<file path="config.mk">
export PLATFORM = sky130hd
export DESIGN_NAME = adc_init_sequencer
export DESIGN_NICKNAME = d
export VERILOG_FILES = /design/src/rtl/adc_cfg_pkg.sv /design/src/rtl/adc_init_table.sv /design/src/rtl/adc_init_sequencer.sv
export SDC_FILE = /design/constraint.sdc
export NUM_CORES = 1
export LEC_CHECK = 0
export ABC_CLOCK_PERIOD_IN_PS = 6900
export CAP_MARGIN = 10
export CORE_MARGIN = 2
export CORE_UTILIZATION = 37
export CTS_CLUSTER_DIAMETER = 80
export DETAILED_ROUTE_END_ITERATION = 8
export MAX_ROUTING_LAYER = met4
export PLACE_DENSITY = 0.57
export SLEW_MARGIN = 20
export SYNTH_ARGS = -nofsm -noshare
export SYNTH_HDL_FRONTEND = slang
export SYNTH_HIERARCHICAL = 1
export SYNTH_SLANG_ARGS = --single-unit
</file>
<file path="constraint.sdc">
create_clock -name CLK -period 6.9 [get_ports CLK]
set_input_delay 0.69 -clock CLK [delete_from_list [all_inputs] [get_ports CLK]]
set_output_delay 0.69 -clock CLK [all_outputs]
set_load 0.05 [all_outputs]
</file>
<file path="src/rtl/adc_cfg_pkg.sv">
// Shared definitions for the ADC init sequencer: FSM states, error codes,
// table entry layout and the bus write-word formatter.
package adc_cfg_pkg;

    typedef enum logic [2:0] {
        ST_IDLE,
        ST_WRITE,
        ST_SETTLE,
        ST_POLL,
        ST_CHECK,
        ST_NEXT,
        ST_FINISH,
        ST_FAIL
    } state_e;

    localparam int TBL_DEPTH = 16;
    localparam int TBL_AW    = 4;
    localparam int ENTRY_W   = 26;
    localparam int DATA_W    = 24;
    localparam int SEL1_BIT  = 24;
    localparam int SEL2_BIT  = 25;

    localparam logic [1:0] ERR_NONE     = 2'b00;
    localparam logic [1:0] ERR_TIMEOUT  = 2'b01;
    localparam logic [1:0] ERR_MISMATCH = 2'b10;

    // Bus write word: upper half zero, selects in [31:30], config word in [23:0].
    function automatic logic [63:0] cfg_word(input logic [ENTRY_W-1:0] e);
        return {32'b0, e[SEL2_BIT], e[SEL1_BIT], 6'b0, e[DATA_W-1:0]};
    endfunction

endpackage

</file>
<file path="src/rtl/adc_init_table.sv">
// 16-entry init table: one synchronous write port, one combinational read port.
// Deliberately has no reset so contents survive a sequencer reset.
module adc_init_table
    import adc_cfg_pkg::*;
(
    input  logic               clk,
    input  logic               we,
    input  logic [TBL_AW-1:0]  waddr,
    input  logic [ENTRY_W-1:0] wdata,
    input  logic [TBL_AW-1:0]  raddr,
    output logic [ENTRY_W-1:0] rdata
);

    logic [ENTRY_W-1:0] mem_q [TBL_DEPTH];

    // Store an entry on a qualified write strobe.
    always_ff @(posedge clk) begin
        if (we) mem_q[waddr] <= wdata;
    end

    assign rdata = mem_q[raddr];

endmodule

</file>
<file path="src/rtl/adc_init_sequencer.sv">
// Walks the init table, writing each selected entry to the ADC config bus,
// then polls status until the ADC is idle and the readback matches.
module adc_init_sequencer
    import adc_cfg_pkg::*;
#(
    parameter int TIMEOUT = 4095,
    parameter int SETTLE  = 2
) (
    input  logic        CLK,
    input  logic        RST,
    input  logic        TBL_WE,
    input  logic [3:0]  TBL_ADDR,
    input  logic [25:0] TBL_DATA,
    input  logic [4:0]  NUM_ENTRIES,
    input  logic        START,
    output logic        BUSY,
    output logic        DONE,
    output logic        ERROR,
    output logic [1:0]  ERR_CODE,
    output logic [3:0]  CUR_INDEX,
    output logic        CFG_CEb,
    output logic        CFG_WEb,
    output logic        CFG_OEb,
    output logic [63:0] CFG_DOUT,
    output logic        CFG_DOUT_EN,
    input  logic [63:0] CFG_DIN
);

    localparam int PW = $clog2(TIMEOUT + 1);
    localparam int SW = (SETTLE < 2) ? 1 : $clog2(SETTLE);

    state_e             state_q, state_d;
    logic [3:0]         idx_q, idx_d;
    logic [4:0]         num_q, num_d;
    logic [PW-1:0]      poll_cnt_q, poll_cnt_d;
    logic [SW-1:0]      settle_cnt_q, settle_cnt_d;
    logic [31:0]        din_q, din_d;
    logic               error_q, error_d;
    logic [1:0]         err_code_q, err_code_d;
    logic [ENTRY_W-1:0] entry;
    logic [PW-1:0]      poll_inc;
    logic               last_settle;
    logic               unused_din;

    adc_init_table u_table (
        .clk   (CLK),
        .we    (TBL_WE && (state_q == ST_IDLE)),
        .waddr (TBL_ADDR),
        .wdata (TBL_DATA),
        .raddr (idx_q),
        .rdata (entry)
    );

    assign poll_inc    = poll_cnt_q + 1'b1;
    // SETTLE of 0 or 1 both give a single idle cycle between bus cycles.
    assign last_settle = (SETTLE <= 1) || (settle_cnt_q == SW'(SETTLE - 1));
    assign unused_din  = ^{CFG_DIN[63:32], din_q[29:24]};

    // State and datapath registers; reset aborts any sequence immediately.
    always_ff @(posedge CLK) begin
        if (RST) begin
            state_q      <= ST_IDLE;
            idx_q        <= '0;
            num_q        <= '0;
            poll_cnt_q   <= '0;
            settle_cnt_q <= '0;
            din_q        <= '0;
            error_q      <= 1'b0;
            err_code_q   <= ERR_NONE;
        end else begin
            state_q      <= state_d;
            idx_q        <= idx_d;
            num_q        <= num_d;
            poll_cnt_q   <= poll_cnt_d;
            settle_cnt_q <= settle_cnt_d;
            din_q        <= din_d;
            error_q      <= error_d;
            err_code_q   <= err_code_d;
        end
    end

    // Next-state logic and bus strobes, decoded from the current state.
    always_comb begin
        state_d      = state_q;
        idx_d        = idx_q;
        num_d        = num_q;
        poll_cnt_d   = poll_cnt_q;
        settle_cnt_d = settle_cnt_q;
        din_d        = din_q;
        error_d      = error_q;
        err_code_d   = err_code_q;
        CFG_CEb      = 1'b1;
        CFG_WEb      = 1'b1;
        CFG_OEb      = 1'b1;
        CFG_DOUT_EN  = 1'b0;
        CFG_DOUT     = '0;
        DONE         = 1'b0;
        case (state_q)
            ST_IDLE: begin
                if (START) begin
                    error_d    = 1'b0;
                    err_code_d = ERR_NONE;
                    idx_d      = '0;
                    poll_cnt_d = '0;
                    // Latch the clamped count so the run is immune to input changes.
                    num_d      = (NUM_ENTRIES > 5'd16) ? 5'd16 : NUM_ENTRIES;
                    state_d    = (NUM_ENTRIES == 5'd0) ? ST_FINISH : ST_WRITE;
                end
            end
            ST_WRITE: begin
                if (entry[SEL2_BIT:SEL1_BIT] == 2'b00) begin
                    state_d = ST_NEXT;
                end else begin
                    CFG_CEb      = 1'b0;
                    CFG_WEb      = 1'b0;
                    CFG_DOUT_EN  = 1'b1;
                    CFG_DOUT     = cfg_word(entry);
                    settle_cnt_d = '0;
                    state_d      = ST_SETTLE;
                end
            end
            ST_SETTLE: begin
                if (last_settle) state_d = ST_POLL;
                else             settle_cnt_d = settle_cnt_q + 1'b1;
            end
            ST_POLL: begin
                CFG_CEb = 1'b0;
                CFG_OEb = 1'b0;
                din_d   = CFG_DIN[31:0];
                state_d = ST_CHECK;
            end
            ST_CHECK: begin
                if (din_q[31:30] != 2'b00) begin
                    poll_cnt_d = poll_inc;
                    if (poll_inc == PW'(TIMEOUT)) begin
                        state_d = ST_FAIL;
                    end else begin
                        settle_cnt_d = '0;
                        state_d      = ST_SETTLE;
                    end
                end else if (din_q[23:0] != entry[DATA_W-1:0]) begin
                    state_d = ST_FAIL;
                end else begin
                    state_d = ST_NEXT;
                end
            end
            ST_NEXT: begin
                poll_cnt_d = '0;
                if ({1'b0, idx_q} == num_q - 5'd1) begin
                    state_d = ST_FINISH;
                end else begin
                    idx_d   = idx_q + 4'd1;
                    state_d = ST_WRITE;
                end
            end
            ST_FINISH: begin
                DONE    = 1'b1;
                state_d = ST_IDLE;
            end
            ST_FAIL: begin
                // The failing poll is still in din_q, so it tells which check tripped.
                error_d    = 1'b1;
                err_code_d = (din_q[31:30] != 2'b00) ? ERR_TIMEOUT : ERR_MISMATCH;
                state_d    = ST_IDLE;
            end
            default: state_d = ST_IDLE;
        endcase
    end

    assign BUSY      = (state_q != ST_IDLE);
    assign ERROR     = error_q;
    assign ERR_CODE  = err_code_q;
    assign CUR_INDEX = idx_q;

endmodule

</file>
# After elaboration in Yosys (flattened, before gate mapping)
# Memory sizes are Yosys's and may differ from the RTL's. A register that Yosys moved wholly into a read port is not among the register bits.
# Index checks and enable logic that the tools add are counted.
[classes]
add_sub_neg = 4
multipliers = 0
div = 0
n_lt_le_gt_ge = 1
n_eq_ne = 16
shifts = 0
mux = 39
bitwise_logic = 0
reduce_logical = 17
[op_table]
columns = ["op", "count"]
rows = [
  ["two-way mux 32 bit", 2],
  ["case mux 12 bit (3 select lines)", 1],
  ["two-way mux 12 bit", 2],
  ["!= test 24 bit", 1],
  ["two-way mux 3 bit", 7],
  ["case mux 3 bit (7 select lines)", 1],
  ["two-way mux 4 bit", 4],
  ["two-way mux 1 bit", 13],
  ["adder 12 x 1 -> 12 bit, second input constant", 1],
  ["== test 12 bit, second input constant", 1],
  ["== test 3 bit, second input constant", 4],
  ["!= test 2 bit, second input constant", 6],
  ["nonzero test 3 bit", 3],
  ["case mux 4 bit (2 select lines)", 1],
  ["== test 3 x 2 -> 1 bit, second input constant", 2],
  ["two-way mux 2 bit", 3],
  ["AND reduction 2 bit", 3],
  ["AND reduction 3 bit", 2],
  ["nonzero test 2 bit", 3],
  ["== test 4 x 5 -> 1 bit", 1],
  ["greater-than comparator 5 bit, second input constant", 1],
  ["zero test 5 bit", 1],
  ["two-way mux 5 bit", 1],
  ["subtractor 5 x 1 -> 5 bit, second input constant", 1],
  ["other kinds (11)", 12],
]
[word_totals]
regBits = 60
latchBits = 0
ramBits = 416
mem_bits_ro = 0
inputBits = 103
output_inout_bits = 77
wordCells = 86
mem_count = 1
[memory_table]
columns = ["memory", "words", "width", "read_ports", "rd_clocked_by_memory_dff", "wr", "line_no", "source"]
rows = [
  ["u_table.mem_q", 16, 26, 1, 1, 1, "adc_init_table.sv:14", "logic [ENTRY_W-1:0] mem_q [TBL_DEPTH];"],
]

# Depth between registers and ports, before layout
[depth]
depth_word = 6
depth_mapped = 12
mapped_depth_nobuf = 9

# Cells and area by module
# Netlist, hierarchy kept.
[by_module_without_submodules]
columns = ["mod", "instances", "cells_each", "area_per_inst_um2", "seq_area_each_um2"]
rows = [
  ["adc_init_table", 1, 660, 15856.5, 12492.0],
  ["adc_init_sequencer", 1, 440, 3400.8, 1081.0],
]

# Least setup slack after synthesis
# Ideal clock, no wire load.
[synth_path]
path_kind = "register to register"
startpoint = "reg state_q[0]"
endpoint = "mem u_table.mem_q[0][0], enable pin"
setup_time_ns = 0.442
t_arrival_ns = 3.670
required_ns = 6.458
path_slack_ns = 2.788
path_stages_with_launch = 6
n_path_buf = 1
period_less_slack_ns = 4.112
cell_sequence = "dfxtp_1 -> clkbuf_1 -> or3_1 -> nor2_1 -> or3b_2 -> nor3_1"
[synth_between]
elab_chain_cells = 4
[synth_lines]
columns = ["element", "line_no", "source"]
rows = [
  ["start: declaration", "adc_init_sequencer.sv:32", "state_e state_q, state_d;"],
  ["start signal: assignment", "adc_init_sequencer.sv:71", "state_q <= state_d;"],
  ["zero test 3 bit", "adc_init_sequencer.sv:47", ".we (TBL_WE && (state_q == ST_IDLE)),"],
  ["logical AND 1 bit", "adc_init_sequencer.sv:47", ""],
  ["two-way mux 1 bit", "adc_init_table.sv:18", "if (we) mem_q[waddr] <= wdata;"],
  ["two-way mux 1 bit (implied by the code)", "adc_init_table.sv:18", ""],
  ["end: declaration", "adc_init_table.sv:14", ""],
]
# Every way passes these cells.

==> flow_metrics.py <==
metrics = {
    "clock_tree": {
        "cts_hold_buf": 0,
        "cts.path.max_buffers": 3,
        "htree_levels": 2,
        "clock_sink_count": 470,
        "numCtsBuffers": 49,
        "insertion_delay_ns": 0.57,
        "cts_tree": "yes",
        "path_clk_slew_ns": 0.06,
        "cts_resized": 0,
        "cts_root_buf": "clkbuf_16",
        "cts_setup_buffers": 0,
    },
    "final_layout": {
        "fillers": 4525,
        "area_growth_pct": 16.8,
        "final_net_count": 1328,
        "drive_above_1_share_pct": 15.7,
        "finish.utilization_pct": 43.8,
    },
    "synthesis": {
        "synth-seq-cells": 470,
        "synthesis.area_um2": 19300,
        "synth-edff-count": 416,
        "syn-mean-instance-area_um2": 17.5,
        "ys.warnings.count": 6,
        "postSynth.asyncResetShare_pct": 0,
        "yosysTopAreaCell": "edfxtp_1",
        "synth_cell_types": 61,
        "ys.flop_type": "edfxtp_1",
        "synthCells": 1100,
        "post_synth_main_area_contributors": "edfxtp_1 65%, mux4_2 8.0%, dfxtp_1 5.6%",
        "synth_top_cell_area_share_pct": 64.9,
        "ys_seq_area_share_pct": 70.5,
    },
    "global_route": {
        "grt_max_degree": 65,
        "grt_pass1_wl_um": 65600,
        "overflow": 0,
        "grt_pass1_vias": 10170,
        "track_usage_pct": 17.1,
        "antenna_found_initial": 3,
    },
    "worst_setup_path": {
        "path_class": "reg2out",
        "worstPathMaxFanout": 27,
        "timing.rr.start": "CUR_INDEX[0]",
        "start_kind": "flop",
        "worstPathRequired_ns": 6.21,
        "crit_path_end_kind": "output pin",
        "timing.critical_path.from": "CUR_INDEX[2]",
        "worst_ep_arrival_time_ns": 4.58,
        "r2r-end": "state_q[1]",
        "r2r_cells": 9,
        "r2r_slack_ns": 2.81,
    },
    "die": {
        "dieHeight_um": 232,
        "initial_core_util_pct": 37.5,
        "core_um2": 51400,
        "dieArea_um2": 53900,
        "dieWidth_um": 232,
        "row_count": 83,
        "io_pins": 180,
    },
    "drt": {
        "vias": 10181,
        "wl_per_cell_um": 23.1,
        "drtIter0Drc": 765,
        "postRouteAntennaNets": 0,
        "drt_wl_total_um": 44700,
        "viasPerCell": 5.26,
        "drcViolationCount": 0,
        "dr.pass1.iters": 5,
    },
    "worst_hold_path": {
        "min_to": "din_q[21]",
        "holdPathStages": 2,
        "hp-class": "reg2reg",
        "worstHoldStart": "din_q[21]",
    },
    "sta": {
        "fin_tns_setup_ns": 0,
        "min_period_ns": 5.27,
        "period_share_pct": 76.4,
        "grt_setup_unrepaired": "no",
        "hold_viol": 0,
        "slew_headroom_pct": 26.8,
        "fmax_ghz": 0.190,
        "slew_viol_final": 0,
        "worst_pin_slew_ns": 1.10,
        "worst_clock_skew_ns": 0.00701,
        "setup_viol": 0,
    },
    "power_and_ir_drop": {
        "ir_drop_uv": 176,
        "powerDensity_nw_per_um2": 296,
        "leakagePower_nw": 7.05,
    },
    "status": {
        "status": "finished, final reports clean",
    },
    "place": {
        "dp_hpwl_um": 26300,
        "io_buffers": 103,
        "gp_congestion": 0.777,
    },
    "run": {
        "maxCapViolCount": 0,
    },
}
## layer usage
metal	wire, um	global-route usage (%)	vias to the layer above
li1	-	-	4537
met1	19800	22.7	5300
met2	21600	27.5	287
met3	2510	2.87	57
met4	853	4.57	0
met5	0	-	-
## worst max path at each step
stage                          endpoint  cells after the start  slack, ns
floorplan           u_table/mem_q[0][0]                      5       2.79
global route               CFG_DOUT[19]                      8       1.32
global placement           CFG_DOUT[19]                      8       2.28
CTS                        CFG_DOUT[19]                      8       1.49
detailed placement         CFG_DOUT[19]                      8       2.14
finish                     CFG_DOUT[19]                      8       1.63
## layout by cell type, fill, tap and decap left out, types with 4 or more instances in the layout
master / count
a21oi_1: 49
a22oi_1: 53
a311oi_1: 5
and2_1: 28
buf_4: 21
bufinv_16: 5
clkbuf_1: 9
clkbuf_16: 49
clkdlybuf4s50_1: 102
clkinv_1: 10
clkinv_2: 5
conb_1: 38
dfxtp_1: 52
edfxtp_1: 416
ha_1: 4
inv_1: 8
mux4_1: 36
mux4_2: 68
nand2_1: 100
nand2b_1: 4
nand3_1: 8
nand3b_1: 5
nand4_1: 6
nor2_1: 32
nor2_2: 5
nor2_4: 13
nor3_1: 8
nor3_2: 4
nor3b_1: 5
nor4_1: 5
o21ai_0: 8
o31ai_1: 4
xnor2_1: 14
xor2_1: 20
## synth_stat cells, types with 2 or more instances
library cell / number
edfxtp_1: 416
nand2_1: 100
mux4_2: 68
dfxtp_1: 54
a22oi_1: 53
a21oi_1: 49
nor2_1: 45
buf_4: 41
mux4_1: 36
and2_1: 28
clkbuf_1: 27
xor2_1: 20
buf_2: 14
xnor2_1: 14
nor3_1: 12
inv_1: 8
nand3_1: 8
o21ai_0: 8
buf_12: 7
nand4_1: 6
a311oi_1: 5
nand3b_1: 5
nor2b_1: 5
nor3b_1: 5
nor4_1: 5
buf_1: 4
ha_1: 4
nand2b_1: 4
nor2_2: 4
o31ai_1: 4
a21o_1: 3
o211ai_1: 3
or3_1: 3
a21oi_2: 2
a41oi_2: 2
nand3_2: 2
o21ai_1: 2
## stage by stage
step	power (mW)	setup slack, ns	instance area (um2)	instances	hold WS (ns)
3_5_place_dp	4.20	2.14	20900	1848	0.461
6_report	6.66	1.63	22500	1934	0.466
2_1_floorplan	3.93	2.79	19400	1137	0.448
5_1_grt	6.90	1.32	22500	1934	0.487
4_1_cts	6.73	1.49	22400	1929	0.469
3_3_place_gp	4.18	2.28	20900	1847	0.455
## registers in the layout, indices dropped and copies added, names as in the netlist
register	cells
din_q	26
state_q	3
u_table/mem_q	416
CUR_INDEX	4
ERR_CODE	2
last_settle	1
num_q	5
poll_cnt_q	12
ERROR	1
## cells by family (layout without fill, tap and decap cells)
| kind of cell | after synthesis | count (layout) | share of synthesized area [%] |
|---|---|---|---|
| flops | 470 | 470 | 70.5 |
| fa+ha+maj | 4 | 4 | 0.260 |
| simple gates | 245 | 245 | 6.35 |
| buf+inv | 103 | 217 | 3.53 |
| mux | 106 | 106 | 13.0 |
| xor+xnor | 34 | 34 | 1.55 |
| other cells | 1 | 41 | 0.0195 |
| compound gates | 137 | 137 | 4.83 |
## worst max-delay path: stages (launching register included)
cell and delay, ns:
dfxtp_1 0.63, nor2b_2 0.79, buf_4 0.42, a22oi_1 0.11, nand2_1 0.16, nor2_1 0.09, and2b_1 0.71, and2_1 0.24
clkdlybuf4s50_1 0.82
## power by group
group	switching (mW)	total (mW)	internal (mW)
clock	1.05	2.52	1.48
sequential	0.0673	3.25	3.18
combinational	0.569	0.881	0.311
## cell type report
type	count	area (um2)	area share (%)
timing repair buffer	127	1270	5.63
sequential	470	13600	60.4
antenna	3	7.51	0.0334
inverter	9	33.8	0.150
clock inverter	23	239	1.06
tap	680	851	3.78
multi-input combinational	564	5260	23.4
clock buffer	58	1260	5.60
Power figures use the tool's default switching activity.
